<file path="config.mk">
export PLATFORM = sky130hd
export DESIGN_NAME = sdf_march_scheduler
export DESIGN_NICKNAME = d
export VERILOG_FILES = /design/src/rtl/sdf_march_scheduler.sv
export SDC_FILE = /design/constraint.sdc
export NUM_CORES = 1
export LEC_CHECK = 0
export ABC_AREA = 1
export BUFFER_PORTS_ARGS = -buffer_cell sky130_fd_sc_hd__buf_2
export CORE_AREA = 10 10 182 184
export CTS_CLUSTER_DIAMETER = 200
export DETAILED_ROUTE_END_ITERATION = 8
export DIE_AREA = 0 0 192 194
export PLACE_DENSITY = 0.65
export REMOVE_ABC_BUFFERS = 1
export SYNTH_ARGS = -nofsm -noshare
export SYNTH_HDL_FRONTEND = slang
export SYNTH_SLANG_ARGS = --single-unit
export TNS_END_PERCENT = 10
</file>
<file path="constraint.sdc">
create_clock -name clk -period 2.05 [get_ports clk]
set_input_delay 0.1025 -clock clk [delete_from_list [all_inputs] [get_ports clk]]
set_output_delay 0.1025 -clock clk [all_outputs]
set_load 0.01 [all_outputs]
</file>
<file path="src/rtl/sdf_march_scheduler.sv">
// Round-robin scheduler sharing one fixed-latency SDF evaluator among N ray-march requesters.
// Tags each issued point with its requester ID and routes the distance back after the pipeline latency.
module sdf_march_scheduler #(
    parameter int unsigned N_REQ       = 4,
    parameter int unsigned SDF_LATENCY = 12,
    parameter logic [3:0]  RESET_POW   = 4'd2
) (
    input  logic                  clk,
    input  logic                  rst_n,
    input  logic [N_REQ-1:0]      req_valid,
    input  logic [27*N_REQ-1:0]   req_point_x,
    input  logic [27*N_REQ-1:0]   req_point_y,
    input  logic [27*N_REQ-1:0]   req_point_z,
    output logic [N_REQ-1:0]      req_grant,
    output logic [26:0]           sdf_point_x,
    output logic [26:0]           sdf_point_y,
    output logic [26:0]           sdf_point_z,
    output logic [3:0]            sdf_pow,
    input  logic [26:0]           sdf_distance,
    output logic [N_REQ-1:0]      resp_valid,
    output logic [26:0]           resp_distance,
    input  logic                  cfg_valid,
    input  logic [3:0]            cfg_pow,
    output logic                  cfg_ack,
    output logic                  busy
);
    localparam int unsigned FP_W  = 27;
    localparam int unsigned ID_W  = (N_REQ > 1) ? $clog2(N_REQ) : 1;
    localparam int unsigned TAG_W = SDF_LATENCY * ID_W;

    typedef enum logic [1:0] {
        RUN   = 2'd0,
        DRAIN = 2'd1,
        APPLY = 2'd2
    } state_t;

    state_t                   state;
    logic [ID_W-1:0]          rr;
    logic [N_REQ-1:0]         outstanding;
    logic [SDF_LATENCY-1:0]   tag_v;
    logic [TAG_W-1:0]         tag_id;

    logic [N_REQ-1:0]         elig;
    logic [ID_W-1:0]          cand;
    logic [ID_W-1:0]          grant_id;
    logic                     grant_any;
    logic [ID_W-1:0]          last_id;
    logic [FP_W-1:0]          sel_x;
    logic [FP_W-1:0]          sel_y;
    logic [FP_W-1:0]          sel_z;

    assign elig    = req_valid & ~outstanding;
    assign last_id = tag_id[(SDF_LATENCY-1)*ID_W +: ID_W];

    // First eligible requester at or after the round-robin pointer; none while draining or on a cfg request.
    always_comb begin
        grant_any = 1'b0;
        grant_id  = '0;
        cand      = '0;
        if (state == RUN && !cfg_valid) begin
            for (int unsigned k = 0; k < N_REQ; k++) begin
                if (32'(rr) + k >= N_REQ) begin
                    cand = ID_W'(32'(rr) + k - N_REQ);
                end else begin
                    cand = ID_W'(32'(rr) + k);
                end
                if (!grant_any && elig[cand]) begin
                    grant_any = 1'b1;
                    grant_id  = cand;
                end
            end
        end
    end

    assign req_grant = grant_any ? (N_REQ'(1) << grant_id) : '0;

    assign sel_x = req_point_x[32'(grant_id)*FP_W +: FP_W];
    assign sel_y = req_point_y[32'(grant_id)*FP_W +: FP_W];
    assign sel_z = req_point_z[32'(grant_id)*FP_W +: FP_W];

    assign resp_distance = sdf_distance;
    assign busy          = (state != RUN) | (|outstanding);

    // Tag pipe aligned with the SDF pipeline plus one output register stage matching the issue register.
    always_ff @(posedge clk or negedge rst_n) begin
        if (!rst_n) begin
            state       <= RUN;
            rr          <= '0;
            outstanding <= '0;
            tag_v       <= '0;
            tag_id      <= '0;
            resp_valid  <= '0;
            cfg_ack     <= 1'b0;
            sdf_pow     <= RESET_POW;
            sdf_point_x <= '0;
            sdf_point_y <= '0;
            sdf_point_z <= '0;
        end else begin
            tag_v       <= SDF_LATENCY'({tag_v, grant_any});
            tag_id      <= TAG_W'({tag_id, grant_id});
            resp_valid  <= tag_v[SDF_LATENCY-1] ? (N_REQ'(1) << last_id) : '0;
            outstanding <= (outstanding | req_grant) & ~resp_valid;
            cfg_ack     <= 1'b0;

            if (grant_any) begin
                sdf_point_x <= sel_x;
                sdf_point_y <= sel_y;
                sdf_point_z <= sel_z;
                rr          <= (grant_id == ID_W'(N_REQ - 1)) ? '0 : grant_id + ID_W'(1);
            end

            case (state)
                RUN: begin
                    if (cfg_valid) begin
                        state <= DRAIN;
                    end
                end
                DRAIN: begin
                    if (tag_v == '0) begin
                        state   <= APPLY;
                        cfg_ack <= 1'b1;
                    end
                end
                APPLY: begin
                    sdf_pow <= cfg_pow;
                    state   <= RUN;
                end
                default: state <= RUN;
            endcase
        end
    end
endmodule

</file>
Yosys cells after proc, flatten, opt, wreduce, memory -nomap -nowiden
Cells that the tools add are included.

$add $sub $neg: 8. Multipliers: 1. Order comparisons: 8. Equality and inequality tests: 5. Shifts and indexed selects: 5. Multiplexer cells: 37. Bitwise logic cells: 6. Reduce and logical (&&, ||, !) cells: 13.

Operator list (number): $shiftx A108 B8 Y27 (3); $mux W2 (16); $mux W1 (14); $logic_not A12 Y1 (1); $lt A2 B3 Y1 const B (4); $ge A3 B3 Y1 const B (3); $and A4 B4 Y4 (2); $bmux W1 S2 (4); $mux W4 (2); $not A4 Y4 (2); $shl A1 B2 Y4 const A (2); $sub A2 B1 Y2 const B (4); $mul A2 B5 Y7 const B (1); $add A2 B2 Y3 const B (2); $eq A2 B2 Y1 const B (2); $logic_and A1 B1 Y1 (4); $logic_not A1 Y1 (4); $ne A2 B2 Y1 const B (2); $or A4 B4 Y4 (1); $pmux W2 S2 (1); $reduce_or A4 Y1 (1); $add A2 B1 Y3 const B (1); $ge A2 B3 Y1 const B (1); $add A2 B1 Y2 const B (1); 5 further kinds (5).

Flip-flop bits (word level): 134. Input port bits: 362. Output and inout port bits: 122. Word-level logic and storage cells: 94.

Logic depth before layout (Yosys ltp)
Gate-level depths: netlist of the first run.

Depth after elaboration: 23. Mapped depth: 16. Depth with buffers taken out: 14.

Worst setup path after synthesis of the first run
Ideal clock, no wire load.

Path kind: register to register. Start point: reg rr[0]. End point: reg rr[1]. Arrival: 1.965 ns. Required time: 1.924 ns. Slack: -0.041 ns. Stages on the path, launching flop included: 17. Period minus slack after synthesis: 2.091 ns. Cells stage by stage: dfrtp_1 buf_6 inv_4 nand2_1 nand2_2 nand3_1 nand2_2 nand2_2 nand3_1 buf_4 nand3_2 buf_6 buf_6 inv_1 ha_1 nand2_1 o21ai_0.

Longest elaborated chain between the ends: 21. Elaborated cells between the ends (all ways): 49. Those cells by class: add/sub: 8; order compare: 4; eq/ne: 1; mux: 30; reduce/logical: 6.

RTL lines: from (decl) (RTL line 38) `logic [ID_W-1:0] rr;`; from (signal assigned) (RTL line 109) `rr <= (grant_id == ID_W'(N_REQ - 1)) ? '0 : grant_id + ID_W'(1);`; $ge A2 B3 Y1 / $sub A2 B1 Y2 (equally long branches) (RTL line 62, 63); $mux W2 (RTL line 62) `if (32'(rr) + k >= N_REQ) begin`; $mux W2 (RTL line 60) `if (state == RUN && !cfg_valid) begin`; $bmux W1 S2 (RTL line 67) `if (!grant_any && elig[cand]) begin`; $mux W1 (not written as such) (RTL line 67); $mux W1 (RTL line 67); $mux W1 (RTL line 60); $logic_not A1 Y1 (RTL line 67); [... 6 more ...]; $mux W1 (RTL line 60); $logic_not A1 Y1 (RTL line 67); $logic_and A1 B1 Y1 (RTL line 67); $mux W2 * (RTL line 67); $mux W2 * (RTL line 60); via grant_id[0] (RTL line 45) `logic [ID_W-1:0] grant_id;`; $add A2 B1 Y2 / $eq A2 B2 Y1 (equally long branches) (RTL line 109); $mux W2 * (RTL line 109).

The timed path passes the listed nets; every way through them passes the cells marked *. The select of a mux whose other input is x is not followed. A chain may end at the register's enable or synchronous reset.

Final worst setup path of the first run
Start point: reg rr[0]. End point: out req_grant[2].

Longest elaborated chain between the ends: 21. Elaborated cells between the ends (all ways): 48. Those cells by class: add/sub: 7; order compare: 4; shift: 1; mux: 30; reduce/logical: 6.

RTL lines: $ge A2 B3 Y1 / $sub A2 B1 Y2 (equally long branches) (RTL line 62, 63); $mux W2 (RTL line 62); $mux W2 (RTL line 60); $bmux W1 S2 (RTL line 67); $mux W1 (not written as such) (RTL line 67); $mux W1 (RTL line 67); $mux W1 (RTL line 60); $logic_not A1 Y1 (RTL line 67); [... 5 more ...]; $mux W1 (RTL line 67); $mux W1 (RTL line 60); $logic_not A1 Y1 (RTL line 67); $logic_and A1 B1 Y1 (RTL line 67); $mux W2 (RTL line 67); $mux W2 (RTL line 60); $shl A1 B2 Y4 (RTL line 75) `assign req_grant = grant_any ? (N_REQ'(1) << grant_id) : '0;`; $mux W4 * (RTL line 75); to (decl) (RTL line 14) `output logic [N_REQ-1:0] req_grant,`.

Every way passes the cells marked *; elsewhere a longest branch is shown, timed or not. The select of a mux whose other input is x is not followed.

==> metrics.yaml, run 1 <==
sta:
  hold_viol: 0
  max_freq_mhz: 406
  whs_ps: 14.7
  slew_headroom_pct: 72.5
  fin_crit_ps: 2460
  setup_ws_ps: -412
  period_share_pct: 120
  drv_slew: 0
  fin_skew_ps: 10.4
  worst_slew_pin_slew_ps: 413
  rsz0062_at_grt: "yes"
  setup_violations: 88
logic_synthesis:
  synth_ff_type: "dfrtp_1"
  yosysMostFrequentCell: "nand2_1"
  synthTopCellsByCount: "nand2_1 (354), nand3_1 (263), nand4_1 (163), dfrtp_1 (133), buf_2 (46)"
  synth_edf_count: 0
  ys_ff_latch: 134
  ys_async_sr_fraction_pct: 100
  ys_warn_count: 0
  syn_inst: 1102
  synthMuxAreaShare_pct: 0.551
  ys_top_cells_by_area: "dfrtp_1 (41%), nand2_1 (16%), nand3_1 (16%), nand4_1 (12%), buf_4 (3.5%)"
  ys_seq_area_share_pct: 41.0
  synth-compound-area-share_pct: 0.489
  synth_cell_type_count: 23
  yosys.area.top_type: "dfrtp_1"
  synth_xor_area_share_pct: 0
  synth_top_family_by_area: "simple AND/OR/NAND/NOR gates"
  synth-simple-area-share_pct: 46.1
  syn_avg_cell_area_um2: 7.42
  yosys.area_share.adder_pct: 0.612
  syn_area_um2: 8180
  synth_top_area_share_pct: 40.7
cells_and_area:
  layout-drive-gt1-share_pct: 41.5
  fillers: 2940
  fin_nets: 1893
  num_antenna_cells: 0
  syn_to_final_growth_pct: 50.2
placement:
  hpwl_mm: 26.6
  port_buffers: 429
  gp_congestion: 0.904
clocking:
  clk_pin_slew_ps: 60
  clkSinkCount: 134
  insertion_delay_ps: 420
  cts_buffers: 17
  clockRootBuffer: "clkbuf_16"
  cts_buffer_depth: 2
  cts_tree: "yes"
  cts_htree_levels: 4
floorplan:
  row_count: 63
  die_w_um: 192
  ios: 484
  die_y_um: 194
  coreArea_um2: 29400
  start_util_pct: 27.8
  dieArea_um2: 37200
setup_path:
  critPathArrivalTime_ps: 2360
  crit_required_ps: 1950
  crit_type: "flip-flop to output port"
  path_max_fanout: 8
  cp-start-kind: "flip-flop"
  endpoint_kind: "output port"
global_route:
  antenna_found_initial: 1
  grt_pass1_vias: 9997
  track_usage_pct: 18.4
  grt_max_degree: 76
  grt_pass1_wl_mm: 54.7
  gr-total-overflow: 0
job:
  drv_cap: 0
power_and_ir_drop:
  power_leakage_nw: 6.61
  total_power_mw: 18.0
  ir_drop_mv: 0.783
  power_per_cell_area_nw_per_um2: 1470
routing:
  via_per_inst: 5.09
  remaining_drc_errors: 0
  firstDrtPassIters: 7
  drt_wl_total_mm: 37.0
  num_vias: 9821
  wl_per_cell_um: 19.2
  drt_iter0_drc: 651
  drtAntennaViolNets: 0
min_path:
  hold_path.class: "input port to flip-flop"
status:
  violations: "negative setup slack"
  status: "complete, but fails checks"
[per-layer routing]
metal  track usage, %  share of wire (%)
met1             21.7                 39
met2             29.3                 47
met3             6.55                 10
met4             7.55                3.3
met5             2.88               0.44
[critical path, stage by stage (launching register included)]
cell and delay [ps]:
dfrtp_2 470, clkinv_4 170, nand3_4 140, nand2_4 60, nor2_4 180, nand2_4 100
o21ai_2 160, inv_2 60, nand2_4 130, inv_6 70, ha_2 180, nand2_2 60
inv_1 40, buf_6 110
[metrics by stage]
step / TNS [ps] / area (µm²) / instances / setup WS, ps / util, %
after floorplan: -517330 / 7330 / 968 / -5960 / -
after global placement: -556 / 10800 / 1865 / -59.8 / 36.9
after detailed placement: -4840 / 10800 / 1865 / -129 / 36.9
after CTS: -8690 / 12000 / 1925 / -302 / 40.8
after global routing: -27440 / 12300 / 1930 / -499 / 41.8
final: -17890 / 12300 / 1930 / -412 / 41.8
[layout make-up]
type,instances,area [µm²],share of cell area [%]
inverter,19,96.3,0.784
sequential,134,3360,27.3
timing repair buffer,540,3460,28.2
clock buffer,18,439,3.57
multi-input combinational,815,4280,34.8
tap,390,488,3.97
clock inverter,14,164,1.33
[cells in the final DEF (no fill, tap or decap), types with 3 or more instances in the layout]
master         count
a21oi_2            3
buf_12            18
buf_16             4
buf_2            424
buf_4             67
buf_6             15
clkbuf_16         19
clkinv_4           3
dfrtp_1          132
dlygate4sd3_1      7
ha_4               3
inv_1              9
inv_2              5
inv_6              7
inv_8              3
mux2_2             4
nand2_1          333
nand2_2            9
nand2_4           16
nand3_1          241
nand3_2           14
nand3_4            9
nand4_1          163
nor2_1             3
nor3_1             7
nor4_1             3
[cells by family (layout without fill, tap and decap cells)]
kind of cell    count (synthesis)  count (layout)
mux                             4               4
buf+inv                       153             591
flops                         134             134
compound gates                  8               8
simple gates                  799             799
fa+ha+maj                       4               4
[report_power, final]
part,leakage [nW],internal [mW],switching (mW)
clock network,0.292,1.86,1.30
registers,1.71,3.77,0.567
logic,4.61,4.10,6.43
[state kept, by name, summed over array words and instances (netlist names)]
register / count
sdf_pow: 4
rr: 2
tag_v: 12
sdf_point_x: 27
state: 2
resp_valid: 4
tag_id: 24
sdf_point_z: 27
outstanding: 4
cfg_ack: 1
sdf_point_y: 27
[path summary, 6_finish.rpt]
path                            slack (ps)               to             from  cells past startpoint
worst min-delay path                    10  sdf_point_z[10]  req_point_z[10]                      5
worst min register to register         350       tag_id[11]        tag_id[9]                      0
worst max-delay path                  -410     req_grant[2]            rr[0]                     13
worst max register to register        -280  sdf_point_x[12]            rr[0]                     14
min in group asynchronous              160  sdf_point_x[20]            rst_n                      2
max in group asynchronous             1150  sdf_point_z[17]            rst_n                      3
[what timing repair did]
action,CTS,global route
pin swaps,18,18
hold buffers,7,0
endpoints found under the setup margin,89,90
endpoints found under the hold margin,64,0
cloned,3,2
buffers inserted,18,6
resized for setup,64,49
(Power assumes the default switching activity.)
==> inputs of run 2 (changes only) <==
- CORE_AREA: 10 10 182 184 -> 2 2 190 192
- PLACE_DENSITY: 0.65 -> 0.58
- RECOVER_POWER: not set -> 50
==> run 2 against run 1 <==
  * The run still ends with negative setup slack left
  * Maximum frequency up 0.32%
  * Non-clock buffer count up 130
  * Final area increased by 11%
  * Clock-buffer cell count stayed put
  * Global-route usage about the same
  * Critical endpoint is now req_grant[0]
  * Hold slack gained 12 ps
  * First-iteration DRC count is 16% lower
  * Via count is 5.6% higher
  * Sequential power barely moved
  * Clock power up 5%
  * Core utilization shrank 3.1 points
==> metrics.yaml, run 2 (same netlist as run 1, synthesis figures left out) <==
setup_path:
  crit_end: "req_grant[0]"
  critPathMaxStageDelay_ps: 470  # about the same
  crit_required_ps: 1950  # about the same
  crit_type: "flip-flop to output port"
  cp-start-kind: "flip-flop"
  timing.rr.start: "rr[0]"
  path_max_fanout: 7  # -1
  ff2ff_setup_slack_ps: -360  # -80 ps
  r2r_cells: 15  # +1
  r2r-end: "sdf_point_y[11]"
  cp.depth: 13  # unchanged
  path_buf_inv: 6  # +1
  endpoint_kind: "output port"
  crit_top_cell: "nand2_4"
  path_cells: "clkinv_4 -> nand3_4 -> nand2_4 -> buf_4 -> buf_4 -> nand3_2 -> nand3_2 -> nand2_4 -> buf_12 -> ha_4 -> nand2_4 -> inv_2 -> buf_6"
  crit_path_start: "rr[0]"
  critPathArrivalTime_ps: 2350  # about the same
  slowest_stage: "dfrtp_2"
  cp_top_family: "buffers and inverters"
min_path:
  hold_path.class: "input port to flip-flop"
cells_and_area:
  syn_to_final_growth_pct: 66.5
  top_regs: "sdf_point_x: 27 flops, sdf_point_y: 27 flops, sdf_point_z: 27 flops"
  layout_common_cells: "buf_2 (425), nand2_1 (335), nand3_1 (239), nand4_1 (163), dfrtp_1 (131)"
  fin_nets: 2023  # +6.9%
  fillers: 3549  # +21%
  fin_cells: 2132  # +10%
  final_common_cell: "buf_2"
  layout-drive-gt1-share_pct: 39.4  # -2.1 points
sta:
  max_freq_mhz: 408  # +0.32%
  fin_tns_setup_ps: -20760  # -2870 ps
  slew_headroom_pct: 1.26  # -71 points
  rsz0062_at_grt: "yes"
  worst_slew_pin_slew_ps: 1480  # +1070 ps
  setup_ws_ps: -404  # +7.77 ps
  setup_violations: 87  # -1.1%
  fin_crit_ps: 2450  # -7.77 ps
  drv_slew: 0  # unchanged
  period_share_pct: 120  # -0.38 points
  fin_skew_ps: 9.33  # -1.08 ps
  hold_viol: 0  # unchanged
global_route:
  track_usage_pct: 18.4  # about the same
  grt_pass1_wl_mm: 52.8  # -3.5%
  antenna_found_initial: 3  # +2
  grt_pass1_vias: 9977  # -0.20%
  gr-total-overflow: 0  # unchanged
  grt_max_degree: 75  # -1.3%
floorplan:
  ios: 484  # unchanged
  row_count: 69  # +9.5%
  dieArea_um2: 37200  # unchanged
  die_w_um: 192  # unchanged
  die_y_um: 194  # unchanged
  start_util_pct: 23.2  # -4.6 points
  coreArea_um2: 35200  # +20%
power_and_ir_drop:
  power_leakage_nw: 7.16  # +8.3%
  p_clk_share_pct: 18.2  # +0.6 points
  power.internal_mw: 10.2  # +4.7%
  ir_drop_mv: 0.898  # +15%
  power_frac_seq_pct: 23.6  # -0.5 points
  power_per_cell_area_nw_per_um2: 1350  # -8.0%
  p_comb_share_pct: 58.2  # -0.2 points
  total_power_mw: 18.4  # +1.9%
  swShare_pct: 44.6  # -1.4 points
  p_sw_mw: 8.20  # -1.3%
clocking:
  cts_buffers: 17  # unchanged
  clkSinkCount: 134  # unchanged
  insertion_delay_ps: 440  # +20 ps
  clk_pin_slew_ps: 60  # about the same
  clockRootBuffer: "clkbuf_16"
  cts_htree_levels: 4  # unchanged
  cts_buffer_depth: 2  # unchanged
  cts_tree: "yes"
status:
  status: "complete, but fails checks"
  violations: "negative setup slack"
routing:
  num_vias: 10400  # +5.6%
  wl_per_cell_um: 16.8  # -12%
  remaining_drc_errors: 0  # unchanged
  firstDrtPassIters: 5  # -2
  via_per_inst: 4.86  # -4.4%
  drtAntennaViolNets: 0  # unchanged
  drt_wl_total_mm: 35.9  # -3.0%
  drt_iter0_drc: 548  # -16%
placement:
  gp_congestion: 0.932  # +3.1%
  hpwl_mm: 24.6  # -7.6%
  dp.cells: 1960  # +5.1%
  port_buffers: 429  # unchanged
job:
  drv_cap: 0  # unchanged
[run 2: cell types whose count changed in the layout (fill, tap and decap cells not counted), moves of 4 or more]
cell	before	now
inv_6	7	2
buf_4	67	92
buf_6	15	10
nand2_4	16	12
dlygate4sd3_1	7	114
[run 2: worst reg2reg max path: stages, from the launching register on]
cell,delay (ps)
dfrtp_2,470
clkinv_4,170
nand3_4,170
nand2_4,70
buf_4,130
buf_4,130
nand3_2,80
nand3_2,80
nand2_4,140
buf_4,150
buf_12,120
buf_8,110
bufbuf_16,260
nand3_1,80
nand3_1,100
nand2_1,60
[run 2: through the flow]
stage                     utilization [%]  cell area (µm²)  setup slack (ps)  hold WS [ps]
final                                38.7            13600              -404          26.7
after global placement               31.6            11100              -185           118
after detailed placement             31.6            11100              -276           127
after global routing                 38.7            13600              -509          25.5
after CTS                            37.9            13400              -383         0.154
after floorplan                         -             7330             -5960          -193
[run 2: power by group through the flow]
stage	Combinational (mW)	Clock, mW	Sequential, mW
after global routing	11.6	3.62	4.48
after CTS	10.2	3.50	4.34
after detailed placement	9.44	0	4.35
final	10.7	3.34	4.34
after floorplan	3.89	0	4.67
after global placement	9.36	0	4.34
[run 2: final cells by class]
cell class | count | area, µm² | area share, %
multi-input cells | 815 | 4280 | 31.4
diodes | 2 | 5.00 | 0.0368
clock buffers | 18 | 439 | 3.23
clock inverters | 13 | 198 | 1.45
well taps | 461 | 577 | 4.24
inverters | 19 | 106 | 0.781
repair buffers | 670 | 4660 | 34.2
flip-flops and latches | 134 | 3360 | 24.7
[run 2: worst min-delay path by stage]
stage                           end            start  cells after the start  slack, ps
finish               sdf_point_y[9]  req_point_y[63]                      5         30
global route        sdf_point_x[14]  req_point_x[68]                      5         30
CTS                  sdf_point_x[0]  req_point_x[54]                      5        0.2
detailed placement       sdf_pow[2]            rst_n                      1        130
global placement         sdf_pow[2]            rst_n                      1        120
floorplan                   cfg_ack            rst_n                      0       -190
[run 2: what timing repair did]
action	CTS	global route
pin swaps	16	22
hold endpoints to repair	121	0
setup endpoints to repair	91	89
gates resized for setup	54	52
gates cloned	4	0
setup buffers	13	9
hold buffers	114	0
[run 2: per-layer routing]
metal	routed length, µm	vias to the layer above	global-route usage, %
li1	-	4927	-
met1	14300	4815	21.5
met4	1290	4	8.54
met3	3410	98	7.08
met2	16700	524	29.2
met5	157	-	3.05
==> inputs of run 3 (changes only) <==
==> constraint.sdc (replaced) <==
create_clock -name clk -period 2.05 [get_ports clk]
set_input_delay 0.3075 -clock clk [delete_from_list [all_inputs] [get_ports clk]]
set_output_delay 0.3075 -clock clk [all_outputs]
set_load 0.01 [all_outputs]
==> run 3 against run 2 <==
  * The flow still finishes with violations (negative setup slack)
  * Global-route usage grew 0.50 points
  * Critical path depth grew 3
  * Flip-flop and latch count is the same
  * Largest power group unchanged
  * Sequential share of layout area grew 1.3 points
  * Maximum frequency shrank 5.7%
  * Clock power is essentially flat
  * Hold slack gained 82 ps
  * Final cell count shrank 5.6%
  * Sequential power is essentially flat
==> metrics.yaml, run 3 (same netlist as run 1, synthesis figures left out) <==
status:
  status: "complete, but fails checks"
  violations: "negative setup slack"
floorplan:
  die_w_um: 192  # unchanged
  coreArea_um2: 35200  # unchanged
  row_count: 69  # unchanged
  ios: 484  # unchanged
  dieArea_um2: 37200  # unchanged
  die_y_um: 194  # unchanged
  start_util_pct: 23.2  # unchanged
cells_and_area:
  layout_common_cells: "buf_2 (424), nand2_1 (336), nand3_1 (203), nand4_1 (163), dfrtp_1 (131)"
  layout-drive-gt1-share_pct: 44.3  # +4.9 points
  top_regs: "sdf_point_x: 27 flops, sdf_point_y: 27 flops, sdf_point_z: 27 flops"
  fin_area_um2: 12900  # -5.0%
  fin_cells: 2013  # -5.6%
  final_common_cell: "buf_2"
  fillers: 3629  # +2.3%
  fin_nets: 1904  # -5.9%
  syn_to_final_growth_pct: 58.1
  fin_util_pct: 36.7  # -1.9 points
power_and_ir_drop:
  ir_drop_mv: 0.593  # -34%
  power_leakage_nw: 6.88  # -3.9%
  power_per_cell_area_nw_per_um2: 1480  # +9.8%
clocking:
  cts_buffer_depth: 2  # unchanged
  clockRootBuffer: "clkbuf_16"
  cts_buffers: 17  # unchanged
  clk_pin_slew_ps: 70  # about the same
  cts_htree_levels: 4  # unchanged
  insertion_delay_ps: 430  # about the same
  cts_tree: "yes"
  clkSinkCount: 134  # unchanged
sta:
  hold_viol: 0  # unchanged
  fin_crit_ps: 2600  # +149 ps
  rsz0062_at_grt: "yes"
  fin_skew_ps: 13.1  # +3.76 ps
  setup_ws_ps: -553  # -149 ps
  worst_slew_pin_slew_ps: 888  # -593 ps
  slew_headroom_pct: 40.8  # +40 points
  setup_violations: 90  # +3.4%
  drv_slew: 0  # unchanged
  period_share_pct: 127  # +7.3 points
  max_freq_mhz: 384  # -5.7%
routing:
  via_per_inst: 4.99  # +2.7%
  remaining_drc_errors: 0  # unchanged
  firstDrtPassIters: 5  # unchanged
  wl_per_cell_um: 18.7  # +11%
  drt_iter0_drc: 713  # +30%
  drt_wl_total_mm: 37.6  # +4.8%
  drtAntennaViolNets: 0  # unchanged
  num_vias: 10000  # -3.1%
placement:
  port_buffers: 429  # unchanged
  place_ws_ps: -254  # +22.2 ps
  dp.cells: 1940  # -1.0%
  hpwl_mm: 25.0  # +1.9%
  gp_congestion: 0.875  # -6.1%
  placed_area_um2: 11000  # -1.1%
setup_path:
  cp-start-kind: "flip-flop"
  path_max_fanout: 7  # unchanged
  endpoint_kind: "output port"
  critPathArrivalTime_ps: 2300  # -50 ps
  crit_type: "flip-flop to output port"
  crit_required_ps: 1740  # -210 ps
global_route:
  grt_pass1_wl_mm: 53.7  # +1.8%
  grt_pass1_vias: 9684  # -2.9%
  gr-total-overflow: 0  # unchanged
  antenna_found_initial: 2  # -1
  grt_max_degree: 66  # -12%
  track_usage_pct: 18.9  # +0.50 points
job:
  drv_cap: 0  # unchanged
min_path:
  hold_path.class: "input port to flip-flop"
[run 3: layout make-up]
| type | instances | area, µm² | share of cell area, % |
|---|---|---|---|
| clock buffers | 19 | 443 | 3.42 |
| flip-flops and latches | 134 | 3360 | 26.0 |
| diodes | 1 | 2.50 | 0.0193 |
| repair buffers | 551 | 3830 | 29.6 |
| multi-input cells | 815 | 4440 | 34.4 |
| inverters | 19 | 88.8 | 0.687 |
| clock inverters | 13 | 194 | 1.50 |
| well taps | 461 | 577 | 4.46 |
[run 3: timing repair]
| item | in CTS | in global routing |
|---|---|---|
| resized for setup | 81 | 74 |
| cloned | 13 | 4 |
| hold buffers | 1 | 0 |
| hold endpoints to repair | 32 | 0 |
| buffers inserted | 15 | 8 |
| pin swaps | 23 | 55 |
| setup endpoints to repair | 91 | 92 |
[run 3: critical path: stages (launching register included)]
cell and delay (ps):
dfrtp_2 450, clkinv_4 140, nand2_4 100, nand2_4 70, nand3_4 80, nand2_4 80, buf_6 120, nand2_2 50
nand2_1 50, nand2_1 70, nand3_2 80, nand2_4 120, clkinv_4 90, ha_4 160, nand2_2 70, inv_2 40
buf_6 110
[run 3: path summary, 6_finish.rpt]
kind	startpoint	end	slack, ps	cells past startpoint
max in group asynchronous	rst_n	sdf_point_z[17]	250	3
max reg2reg	rr[0]	outstanding[3]	-470	19
min	cfg_pow[1]	sdf_pow[1]	110	2
min reg2reg	tag_id[16]	tag_id[18]	340	0
max	rr[0]	req_grant[2]	-550	16
min in group asynchronous	rst_n	sdf_point_x[17]	530	2
[run 3: power breakdown]
part | internal [mW] | switching, mW | leakage (nW)
Combinational | 4.68 | 6.80 | 4.87
Clock | 2.09 | 1.28 | 0.309
Sequential | 3.77 | 0.562 | 1.71
Total | 10.5 | 8.64 | 6.88
[run 3: per-layer routing]
layer / routed length [µm] / global-route usage (%) / vias to the layer above
li1: - / - / 4691
met1: 14700 / 22.5 / 4698
met2: 17500 / 30.6 / 571
met3: 3980 / 6.75 / 85
met4: 1260 / 7.35 / 4
met5: 160 / 3.05 / -
[run 3: stage by stage]
| stage | hold WS, ps | TNS (ps) | power, mW |
|---|---|---|---|
| floorplan | 11.9 | -518150 | 8.57 |
| global placement | 226 | -8010 | 13.7 |
| detailed placement | 229 | -13340 | 13.7 |
| CTS | 81.4 | -11360 | 18.6 |
| global route | 84.1 | -36590 | 20.4 |
| finish | 108 | -21820 | 19.2 |
